==> src/rtl/kb_digit_entry.sv <==
// Decimal digit entry from PS/2 make codes: right-aligned digit buffer, edit keys,
// serial decimal-to-binary conversion on Enter and a clamped commit. Define KB_NUMPAD_EN to accept keypad digits and keypad Enter.
module kb_digit_entry #(
    parameter int MAX_DIGITS = 2,
    parameter int VALUE_W    = 7,
    parameter int MAX_VALUE  = 99
) (
    input  logic                              clk,
    input  logic                              reset,
    input  logic [7:0]                        key_code,
    input  logic                              key_valid,
    output logic                              key_rd,
    output logic [VALUE_W-1:0]                value,
    output logic                              value_valid,
    output logic                              overflow,
    output logic [$clog2(MAX_DIGITS+1)-1:0]   digit_cnt,
    output logic                              busy
);

    localparam int CW = $clog2(MAX_DIGITS + 1);
    localparam int AW = $clog2(10 ** MAX_DIGITS);

    typedef enum logic [1:0] {IDLE, ENTRY, CONV, DONE} state_t;

    state_t        state;
    logic [3:0]    slot [MAX_DIGITS];
    logic [AW-1:0] acc;
    logic [AW-1:0] acc_next;
    logic [CW-1:0] step;
    logic [4:0]    dig;
    logic          is_bs;
    logic          is_esc;
    logic          is_enter;

    // Returns {is_digit, digit} for a make code.
    function automatic logic [4:0] decode_digit(input logic [7:0] c);
        logic [4:0] r;
        case (c)
            8'h45: r = {1'b1, 4'd0};
            8'h16: r = {1'b1, 4'd1};
            8'h1E: r = {1'b1, 4'd2};
            8'h26: r = {1'b1, 4'd3};
            8'h25: r = {1'b1, 4'd4};
            8'h2E: r = {1'b1, 4'd5};
            8'h36: r = {1'b1, 4'd6};
            8'h3D: r = {1'b1, 4'd7};
            8'h3E: r = {1'b1, 4'd8};
            8'h46: r = {1'b1, 4'd9};
`ifdef KB_NUMPAD_EN
            8'h70: r = {1'b1, 4'd0};
            8'h69: r = {1'b1, 4'd1};
            8'h72: r = {1'b1, 4'd2};
            8'h7A: r = {1'b1, 4'd3};
            8'h6B: r = {1'b1, 4'd4};
            8'h73: r = {1'b1, 4'd5};
            8'h74: r = {1'b1, 4'd6};
            8'h6C: r = {1'b1, 4'd7};
            8'h75: r = {1'b1, 4'd8};
            8'h7D: r = {1'b1, 4'd9};
`endif
            default: r = 5'd0;
        endcase
        return r;
    endfunction

    function automatic logic [VALUE_W-1:0] clamp_value(input logic [AW-1:0] a);
        if (a > AW'(MAX_VALUE))
            return VALUE_W'(MAX_VALUE);
        return VALUE_W'(a);
    endfunction

    assign key_rd = reset && key_valid && (state == IDLE || state == ENTRY);
    assign dig    = decode_digit(key_code);
    assign is_bs  = (key_code == 8'h66);
    assign is_esc = (key_code == 8'h76);

`ifdef KB_NUMPAD_EN
    logic e0_seen;

    always_ff @(posedge clk or negedge reset) begin
        if (!reset)
            e0_seen <= 1'b0;
        else if (key_rd)
            e0_seen <= (key_code == 8'hE0);
    end

    // Keypad Enter arrives as E0 5A and behaves exactly like the main Enter.
    assign is_enter = (key_code == 8'h5A && !e0_seen) || (e0_seen && key_code == 8'h5A);
`else
    assign is_enter = (key_code == 8'h5A);
`endif

    // The most significant slot is consumed first; the buffer shifts up each step.
    assign acc_next = acc * AW'(10) + AW'(slot[MAX_DIGITS-1]);

    always_ff @(posedge clk or negedge reset) begin
        if (!reset) begin
            state       <= IDLE;
            for (int i = 0; i < MAX_DIGITS; i++) slot[i] <= 4'd0;
            digit_cnt   <= '0;
            acc         <= '0;
            step        <= '0;
            value       <= '0;
            value_valid <= 1'b0;
            overflow    <= 1'b0;
            busy        <= 1'b0;
        end else begin
            value_valid <= 1'b0;
            case (state)
                IDLE, ENTRY: begin
                    if (key_rd) begin
                        if (dig[4]) begin
                            if (digit_cnt < CW'(MAX_DIGITS)) begin
                                for (int i = MAX_DIGITS - 1; i > 0; i--) slot[i] <= slot[i-1];
                                slot[0]   <= dig[3:0];
                                digit_cnt <= digit_cnt + CW'(1);
                                state     <= ENTRY;
                            end
                        end else if (is_bs) begin
                            if (digit_cnt != '0) begin
                                for (int i = 0; i < MAX_DIGITS - 1; i++) slot[i] <= slot[i+1];
                                slot[MAX_DIGITS-1] <= 4'd0;
                                digit_cnt          <= digit_cnt - CW'(1);
                                if (digit_cnt == CW'(1)) state <= IDLE;
                            end
                        end else if (is_esc) begin
                            for (int i = 0; i < MAX_DIGITS; i++) slot[i] <= 4'd0;
                            digit_cnt <= '0;
                            state     <= IDLE;
                        end else if (is_enter && state == ENTRY) begin
                            acc   <= '0;
                            step  <= '0;
                            busy  <= 1'b1;
                            state <= CONV;
                        end
                    end
                end
                CONV: begin
                    acc <= acc_next;
                    for (int i = MAX_DIGITS - 1; i > 0; i--) slot[i] <= slot[i-1];
                    slot[0] <= 4'd0;
                    step    <= step + CW'(1);
                    if (step == CW'(MAX_DIGITS - 1)) state <= DONE;
                end
                DONE: begin
                    value       <= clamp_value(acc);
                    overflow    <= (acc > AW'(MAX_VALUE));
                    value_valid <= 1'b1;
                    for (int i = 0; i < MAX_DIGITS; i++) slot[i] <= 4'd0;
                    digit_cnt   <= '0;
                    busy        <= 1'b0;
                    state       <= IDLE;
                end
                default: state <= IDLE;
            endcase
        end
    end

endmodule

==> config.mk <==
export PLATFORM = sky130hd
export DESIGN_NAME = kb_digit_entry
export DESIGN_NICKNAME = d
export VERILOG_FILES = /design/src/rtl/kb_digit_entry.sv
export SDC_FILE = /design/constraint.sdc
export NUM_CORES = 1
export LEC_CHECK = 0
export CAP_MARGIN = 10
export CORE_ASPECT_RATIO = 0.9
export CORE_MARGIN = 3
export CORE_UTILIZATION = 55
export CTS_CLUSTER_DIAMETER = 120
export DETAILED_ROUTE_END_ITERATION = 10
export PLACE_DENSITY_LB_ADDON = 0.05
export SYNTH_ARGS = -nofsm -noshare
export SYNTH_HDL_FRONTEND = slang
export SYNTH_SLANG_ARGS = --single-unit
export TNS_END_PERCENT = 50
==> constraint.sdc <==
create_clock -name clk -period 2.3 [get_ports clk]
set_clock_uncertainty 0.1 [all_clocks]
set_input_delay 0.575 -clock clk [delete_from_list [all_inputs] [get_ports clk]]
set_output_delay 0.575 -clock clk [all_outputs]
set_load 0.02 [all_outputs]
=== Word-level counts from Yosys, hierarchy flattened ===
Cells that the tools add are included.

* Equal/unequal tests: 29
* Reduce and logical (&&, ||, !) cells: 14
* Add/sub/neg operators: 4
* Muxes and demuxes: 48
* Divide/modulo/power cells: 0
* $mul: 1
* $lt $le $gt $ge: 2
* Shift operators: 0
* Bitwise operators: 0

{| class="wikitable"
|+ Operator list
! kind !! number
|-
| $pmux W5 S10 || 1
|-
| $mux W7 || 7
|-
| $eq A8 B6 Y1 const B || 6
|-
| $mux W8 || 6
|-
| $eq A8 B7 Y1 const B || 5
|-
| $mux W2 || 20
|-
| $pmux W8 S3 || 1
|-
| $reduce_and A6 Y1 || 3
|-
| $eq A8 B5 Y1 const B || 2
|-
| $pmux W7 S2 || 1
|-
| $ne A2 B2 Y1 const B || 6
|-
| $ne A4 B4 Y1 const B || 3
|-
| $mux W1 || 8
|-
| $pmux W2 S2 || 2
|-
| $add A7 B4 Y7 || 1
|-
| $gt A7 B7 Y1 const B || 1
|-
| $mul A7 B3 Y6 const B || 1
|-
| $eq A2 B1 Y1 const B || 3
|-
| $pmux W2 S3 || 1
|-
| $reduce_bool A2 Y1 || 3
|-
| $ne A5 B5 Y1 const B || 1
|-
| $reduce_and A5 Y1 || 1
|-
| $add A2 B1 Y2 const B || 2
|-
| $eq A2 B2 Y1 const B || 2
|-
| 9 further kinds || 11
|}

* Bits in read-only memories: 0
* Memories: 0
* Output and inout bits: 13
* Input bits: 11
* Logic and storage cells: 108
* Memory bits (writable): 0
* Latch bits: 0
* Bits in registers: 31

=== Depth between registers and ports, before layout ===
Gate-level depths: netlist (run 1).

* Depth after elaboration: 8
* Depth in mapped cells: 8

=== Worst setup path after synthesis (run 1) ===
No wires, ideal clock.

* Path type: input to register
* From: input port key_code[5]
* To: register slot[0] (netlist bit)
* Setup slack: -158 ps
* Setup time: 121 ps
* Path buffers: 1
* Stages: 7
* Arrival: 2,237 ps
* Required time: 2,079 ps
* Path through: clkbuf_1 -> nand4b_1 -> or2_4 -> a221o_1 -> a31oi_4 -> nor2_1 -> a22o_1

* Word-level cells in the longest chain between the ends: 5

{| class="wikitable"
|+ RTL lines
! what !! RTL line !! text
|-
| from (decl) || 10 || <nowiki>input logic [7:0] key_code,</nowiki>
|-
| $eq A8 B7 Y1, or another cell as far along || 38 || <nowiki>case (c)</nowiki>
|-
| $pmux W5 S10 / $mux W8 (equally long branches) || 38, 119 ||
|-
| $mux W8 || 112 || <nowiki>if (dig[4]) begin</nowiki>
|-
| $mux W8 || 111 || <nowiki>if (key_rd) begin</nowiki>
|-
| $pmux W8 S3 || 109 || <nowiki>case (state)</nowiki>
|-
| to (decl) || 26 || <nowiki>logic [3:0] slot [MAX_DIGITS];</nowiki>
|}

Parallel ways exist; a longest one is shown, timed or not. The select of a mux whose other input is x is not followed.
A chain may end at the register's enable or synchronous reset.

=== Worst setup path after layout (run 1) ===
* From: input port key_code[7]
* To: register digit_cnt[1]

* Word-level cells in the longest chain between the ends: 5

{| class="wikitable"
|+ RTL lines
! what !! RTL line !! text
|-
| $eq A8 B7 Y1, or another cell as far along || 38 ||
|-
| $pmux W5 S10 / $mux W2 (equally long branches) || 38, 119 ||
|-
| $mux W2 || 112 ||
|-
| $mux W2 || 111 ||
|-
| $pmux W2 S2 || 109 ||
|-
| to (signal assigned) || 116 || <nowiki>digit_cnt <= digit_cnt + CW'(1);</nowiki>
|-
| to (signal assigned) || 123 || <nowiki>digit_cnt <= digit_cnt - CW'(1);</nowiki>
|-
| to (decl) || 16 || <nowiki>output logic [$clog2(MAX_DIGITS+1)-1:0] digit_cnt,</nowiki>
|}

Parallel ways exist; a longest one is shown, timed or not. The select of a mux whose other input is x is not followed.

==> results by group, run 1 <==
Detailed routing
  – Wire length per cell: 17.0 um
  – Vias after detailed routing: 1620
  – DRT antenna net count: 0
  – Via density: 5.85
  – DRT Pass-1 Iters: 5
  – Drt total wl: 4710 um
  – Initial drt markers: 128
  – # DRC: 0

Cells and area
  – Commonest non-fill, non-tap cell in the layout: dfrtp_1
  – Multi-input gate area: 1070 um^2
  – # nets final: 257
  – Layout cell share with drive strength beyond 1: 0.260
  – Fill cells: 196
  – Most frequent cells in the layout: dfrtp_1 (31), buf_4 (27), nand2_1 (16), clkdlybuf4s50_1 (14), nor2_1 (13)
  – Fin cells: 277
  – Area Growth Syn to Fin: 35.1%
  – Storage element area: 776 um^2
  – Antenna Cells: 0

Global routing
  – Largest net degree at the start of global routing: 32
  – Vias in the first global route: 1557
  – Grt ovf: 0
  – GRT Total Usage: 0.243
  – Initial antenna violation count: 0
  – First-pass GRT wire length: 7310 um

Placement
  – IO Port Bufs: 23
  – GPL Wtd Cong: 0.771
  – DP HPWL: 3380 um
  – Placed insts: 266

STA
  – Fin crit period: 2.24 ns
  – TNS Setup: 0 ns
  – Worst hold slack: 0.417 ns
  – RSZ-0062 raised after global routing: true
  – Slew HR: 0.710
  – Final Cycle Share: 0.975
  – Final setup vio count: 0
  – Max Transition Viols Final: 0
  – Final Hold Viols: 0
  – Fmax achieved: 446 MHz
  – Worst slew pin tran: 0.435 ns

Setup path
  – Crit. End Element: flip-flop
  – Largest stage delay, worst path: 0.39 ns
  – Worst R2R Path Depth: 7
  – Cell chain of the critical path: buf_6 -> or3b_4 -> or2_4 -> a221o_1 -> a31oi_4 -> and2b_1 -> mux2i_1
  – Kind of critical path: input pin to flip-flop
  – Slowest stage cell, crit path: or3b_4
  – Req. time, crit path: 2.41 ns
  – Critical Path Source Type: input pin
  – CP max FO: 8
  – Worst Path Arrival: 2.36 ns

Logic synthesis
  – Synth Area in Compound Gates: 0.187
  – Ys async rst share: 1.00
  – Register bit total from synthesis: 31
  – Post-Syn Nets: 205
  – EDFF count, synth: 0
  – Mean area per synthesized cell: 10.1 um^2
  – Top_reg_cell synth: dfrtp_1
  – Post-Syn Instances: 182
  – Mux share of post-synthesis cell area: 0.0293
  – Xor-xnor portion of the synthesized cell area: 0.0477
  – Cell variety after synth: 46
  – Largest family of logic cells by synthesized area: simple AND/OR/NAND/NOR gates
  – Syn Std Cell Area: 1840 um^2
  – Sequential share of the synthesized area: 0.422
  – Adder-Cell Fraction of Synth Area: 0.0899
  – Post-Synth Simple-Gate Area: 0.191
  – Ys Warns: 0

Min path
  – Hold crit path type: flip-flop to flip-flop
  – Worst hold path depth: 1

Floorplan
  – Die height: 60.8 um
  – Width of the die: 66.9 um
  – Starting Density: 0.590
  – # rows: 19
  – Boundary Pins: 24
  – Die ar.: 4070 um^2
  – Core ar.: 3110 um^2

Clock tree
  – CTS Sinks: 31
  – Reg clk slew, reported paths: 0.07 ns
  – Inserted Clock Buffers: 5
  – Root Driver: clkbuf_8
  – Worst-case clock buffer depth: 2
  – Clk Latency, worst-skew pair: 0.28 ns
  – H-tree depth: 2
  – CTS tree: yes

Power and ir drop
  – Gate power share: 0.138
  – Switching Share: 0.239
  – Internal power: 1.00 mW
  – Max VDD drop: 0.459 mV
  – Pleak: 1.17 nW
  – Cell Pwr Density: 531 nW/um^2
  – Clock Power Share: 0.419
  – P_sw: 0.315 mW
  – Sequential power share: 0.443

Flow run
  – Max Cap Viol: 0

Run status
  – Outcome: complete, no violations
[kinds of logic after synthesis]
| kind of cell | count (synthesis) |
|---|---|
| buffers and inverters | 16 |
| AO/OA/AOI/OAI | 47 |
| XOR/XNOR | 10 |
| adder cells (fa/ha/maj) | 12 |
| flip-flops | 31 |
| multiplexers | 5 |
| AND/OR/NAND/NOR | 61 |
[cell usage after synthesis (all sizes together), types with 2 or more instances]
master | count | area share
a211oi | 4 | 0.016
a21o | 2 | 0.0082
a21oi | 6 | 0.016
a221oi | 2 | 0.0095
a22o | 10 | 0.048
clkbuf | 6 | 0.012
dfrtp | 31 | 0.42
fa | 2 | 0.022
ha | 10 | 0.068
inv | 10 | 0.020
mux2 | 3 | 0.018
mux2i | 2 | 0.011
nand2 | 16 | 0.033
nand2b | 6 | 0.020
nand3 | 2 | 0.0054
nand3b | 2 | 0.0082
nand4b | 3 | 0.014
nand4bb | 2 | 0.012
nor2 | 16 | 0.033
o21ai | 11 | 0.030
o22ai | 3 | 0.010
or4b | 2 | 0.011
xnor2 | 9 | 0.043
[through the flow]
step | setup slack, ns | instance area (um^2) | power (mW) | util
5_1_grt | -0.0241 | 2480 | 1.36 | 0.798
3_3_place_gp | -0.640 | 2290 | 0.754 | 0.735
3_5_place_dp | -0.684 | 2290 | 0.763 | 0.735
2_1_floorplan | -0.0734 | 1840 | 0.674 | -
4_1_cts | 0.00344 | 2440 | 1.31 | 0.782
6_report | 0.0571 | 2480 | 1.32 | 0.798
[power by group through the flow]
stage | combinational (mW) | clock (mW) | sequential (mW)
after global placement | 0.164 | 0 | 0.590
after global routing | 0.200 | 0.574 | 0.585
after floorplan | 0.0773 | 0 | 0.597
final | 0.183 | 0.552 | 0.584
after detailed placement | 0.171 | 0 | 0.592
after CTS | 0.174 | 0.552 | 0.583
[metal layers]
| layer | track usage | vias to the layer above | routed length (um) |
|---|---|---|---|
| met4 | 0.0520 | 0 | 41 |
| met5 | 0 | - | 0 |
| met2 | 0.400 | 60 | 2270 |
| li1 | - | 765 | - |
| met3 | 0.0463 | 8 | 287 |
| met1 | 0.339 | 787 | 2110 |
[final cells by class]
type	instances	area share
clock buffers	6	0.0332
clock inverters	2	0.0141
inverters	10	0.0151
multi-input cells	135	0.431
flip-flops and latches	31	0.312
well taps	42	0.0212
repair buffers	51	0.173
[flip-flops by register name, indices dropped and copies added, names as in the netlist]
signal / cells
acc: 7
busy: 1
digit_cnt: 2
overflow: 1
slot: 8
state: 2
step: 2
value: 7
value_valid: 1
[worst max-delay path: cells and delay by family]
family / cells / cell delay [ns]
compound gates: 2 / 0.70
buf+inv: 1 / 0.09
simple gates: 3 / 0.82
mux: 1 / 0.17
[path summary, 6_finish.rpt]
path	startpoint	to	slack [ns]
hold / removal	value[6]	value[6]	0.42
setup reg to reg	acc[1]	acc[6]	0.12
max in group asynchronous	reset	value[5]	1.20
hold reg to reg	value[6]	value[6]	0.42
min in group asynchronous	reset	state[0]	0.61
setup / recovery	key_code[7]	digit_cnt[1]	0.06
[what timing repair did]
item / 4_1_cts / 5_1_grt
gates resized for setup: 24 / 19
pin swaps: 5 / 6
buffers inserted: 3 / 0
hold buffers: 0 / 0
setup endpoints to repair: 23 / 21
No activity file was read; power rests on OpenSTA's default activity.
==> inputs of run 2 (changes only) <==
--- a/config.mk
+++ b/config.mk
@@ -8,7 +8,7 @@
 export CAP_MARGIN = 10
 export CORE_ASPECT_RATIO = 0.9
 export CORE_MARGIN = 3
-export CORE_UTILIZATION = 55
+export CORE_UTILIZATION = 59
 export CTS_CLUSTER_DIAMETER = 120
 export DETAILED_ROUTE_END_ITERATION = 10
 export PLACE_DENSITY_LB_ADDON = 0.05
==> constraint.sdc (replaced) <==
create_clock -name clk -period 2.88 [get_ports clk]
set_clock_uncertainty 0.1 [all_clocks]
set_input_delay 0.72 -clock clk [delete_from_list [all_inputs] [get_ports clk]]
set_output_delay 0.72 -clock clk [all_outputs]
set_load 0.02 [all_outputs]
==> run 2 against run 1 <==
  * Flip-flop and latch count stayed put
  * Power decreased by 27%
  * Sequential share of layout area rose by 1.9 points
  * Clock-buffer cell count is the same
  * Core utilization increased by 2.1 points
  * Combinational power is 27% lower
  * Hold slack got worse by 0.020 ns
  * Die area shrank 6.1%
  * Final cell count shrank 4.0%
  * Global-route usage up 1.6 points
  * Via count shrank 3.6%
==> results by group, run 2 (synthesis results as in run 1) <==
Floorplan
  – Width of the die: 64.8 um (was 66.9 um)
  – Core ar.: 2860 um^2 (was 3110 um^2)
  – # rows: 18 (was 19)
  – Boundary Pins: 24 (unchanged)
  – Die ar.: 3820 um^2 (was 4070 um^2)
  – Starting Density: 0.643 (was 0.590)
  – Die height: 59.0 um (was 60.8 um)

Detailed routing
  – Met2 wire len: 2130 um (was 2270 um)
  – DRT Pass-1 Iters: 4 (was 5)
  – Vias after detailed routing: 1562 (was 1620)
  – DRT antenna net count: 0 (unchanged)
  – Drt total wl: 4480 um (was 4710 um)
  – # DRC: 0 (unchanged)
  – Wire length per cell: 16.8 um (was 17.0 um)
  – Initial drt markers: 162 (was 128)
  – Via density: 5.87 (was 5.85)
  – Highest metal used: met4 (unchanged)
  – WL met3: 299 um (was 287 um)
  – M1 WL: 1970 um (was 2110 um)

STA
  – Max Transition Viols Final: 0 (unchanged)
  – Final setup vio count: 0 (unchanged)
  – TNS Setup: 0 ns (unchanged)
  – Fin crit period: 2.80 ns
  – Fmax achieved: 357 MHz
  – Slew HR: 0.594 (was 0.710)
  – Final Cycle Share: 0.973
  – Final Hold Viols: 0 (unchanged)
  – Worst slew pin tran: 0.606 ns (was 0.435 ns)

Clock tree
  – Root Driver: clkbuf_4 (was clkbuf_8)
  – CTS tree: yes (unchanged)
  – CTS Sinks: 31 (unchanged)
  – H-tree depth: 2 (unchanged)
  – Worst-case clock buffer depth: 2 (unchanged)
  – Clk Latency, worst-skew pair: 0.33 ns (was 0.28 ns)
  – Reg clk slew, reported paths: 0.11 ns (was 0.07 ns)
  – Hold buffers post-CTS: 0 (unchanged)
  – Inserted Clock Buffers: 5 (unchanged)

Global routing
  – GRT Total Usage: 0.259 (was 0.243)
  – Vias in the first global route: 1600 (was 1557)
  – Grt ovf: 0 (unchanged)
  – Largest net degree at the start of global routing: 32 (unchanged)
  – Initial antenna violation count: 0 (unchanged)
  – First-pass GRT wire length: 7560 um (was 7310 um)

Min path
  – Hold crit path type: flip-flop to flip-flop (unchanged)

Placement
  – IO Port Bufs: 23 (unchanged)
  – Placed insts: 258 (was 266)
  – DP HPWL: 3320 um (was 3380 um)
  – GPL Wtd Cong: 0.889 (was 0.771)

Setup path
  – Slowest stage cell, crit path: clkdlybuf4s50_1 (was or3b_4)
  – Worst Path Arrival: 2.91 ns (was 2.36 ns)
  – CP max FO: 8 (unchanged)
  – Largest stage delay, worst path: 0.44 ns (was 0.39 ns)
  – Cell chain of the critical path: clkdlybuf4s50_1 -> or3b_4 -> or2_4 -> a221o_1 -> a31oi_4 -> a21oi_1 -> o22a_1 (was buf_6 -> or3b_4 -> or2_4 -> a221o_1 -> a31oi_4 -> and2b_1 -> mux2i_1)
  – Crit. End Element: flip-flop (unchanged)
  – Req. time, crit path: 2.99 ns (was 2.41 ns)
  – Critical Path Source Type: input pin (unchanged)
  – Kind of critical path: input pin to flip-flop (unchanged)

Cells and area
  – Top reg by flops: slot (unchanged)
  – # nets final: 248 (was 257)
  – Largest register FFs: 8 (unchanged)
  – Layout cell share with drive strength beyond 1: 0.168 (was 0.260)
  – Antenna Cells: 0 (unchanged)
  – Commonest non-fill, non-tap cell in the layout: dfrtp_1 (unchanged)
  – Most frequent cells in the layout: dfrtp_1 (31), clkdlybuf4s50_1 (20), buf_4 (19), nand2_1 (16), nor2_1 (15) (was dfrtp_1 (31), buf_4 (27), nand2_1 (16), clkdlybuf4s50_1 (14), nor2_1 (13))
  – Area Growth Syn to Fin: 27.4% (was 35.1%)
  – Fin cells: 266 (was 277)
  – Leading registers by flop count: slot: 8 flops, acc: 7 flops, value: 7 flops (unchanged)

Power and ir drop
  – Max VDD drop: 0.365 mV (was 0.459 mV)
  – Cell Pwr Density: 411 nW/um^2 (was 531 nW/um^2)
  – Pleak: 1.11 nW (was 1.17 nW)

Run status
  – Outcome: complete, no violations (unchanged)

Flow run
  – Max Cap Viol: 0 (unchanged)
## run 2: changes by cell type in the layout (fill, tap and decap cells not counted), moves of 3 or more
cell and change:
a211oi_1 +3, a211oi_2 -3, buf_4 -8, buf_6 -4, clkbuf_2 -3, clkbuf_4 +5, clkbuf_8 -5, clkdlybuf4s50_1 +6
dlymetal6s2s_1 +3
## run 2: power breakdown
group	switching (mW)	total (mW)	internal, mW
logic	0.0669	0.133	0.0663
registers	0.0167	0.467	0.450
clock network	0.157	0.362	0.205
## run 2: final timing paths
| check | start | to | slack (ns) | cells past startpoint |
|---|---|---|---|---|
| min in group asynchronous | reset | busy | 0.72 | 2 |
| max reg2reg | acc[1] | acc[6] | 0.67 | 7 |
| min reg2reg | value[0] | value[0] | 0.40 | 2 |
| max in group asynchronous | reset | slot[4] | 1.66 | 2 |
| min | value[0] | value[0] | 0.40 | 2 |
| max | key_code[7] | digit_cnt[0] | 0.08 | 7 |
## run 2: final cells by class
| type | count | area (um^2) |
|---|---|---|
| flip-flops and latches | 31 | 776 |
| clock buffers | 6 | 51.3 |
| multi-input cells | 135 | 1010 |
| repair buffers | 42 | 380 |
| inverters | 10 | 37.5 |
| clock inverters | 2 | 35.0 |
| well taps | 40 | 50.0 |
| fillers | 185 | 519 |
## run 2: critical path: cells and delay by family
family	cells	cell delay, ns
AOI/OAI and AO/OA	4	1.05
and+or+nand+nor	2	0.69
buffers and inverters	1	0.44
## run 2: per-layer routing
metal	up-vias	GRT usage
li1	751	-
met1	738	0.360
met4	0	0.0843
met3	13	0.0515
met5	-	0
met2	60	0.411
## run 2: metrics by stage
stage | cell area [um^2] | utilization | setup slack (ns) | hold WS [ns] | total power, mW
after floorplan | 1840 | - | 0.277 | 0.324 | 0.538
after global placement | 2240 | 0.783 | -0.236 | 0.363 | 0.599
after detailed placement | 2240 | 0.783 | -0.340 | 0.379 | 0.606
after CTS | 2320 | 0.813 | -0.0119 | 0.403 | 0.960
after global routing | 2340 | 0.818 | -0.00473 | 0.416 | 1.00
final | 2340 | 0.818 | 0.0788 | 0.397 | 0.962
## run 2: what timing repair did
action | 4_1_cts | 5_1_grt
endpoints found under the setup margin | 1 | 12
gates resized for setup | 0 | 6
buffers inserted | 0 | 0
hold endpoints to repair | 0 | 0
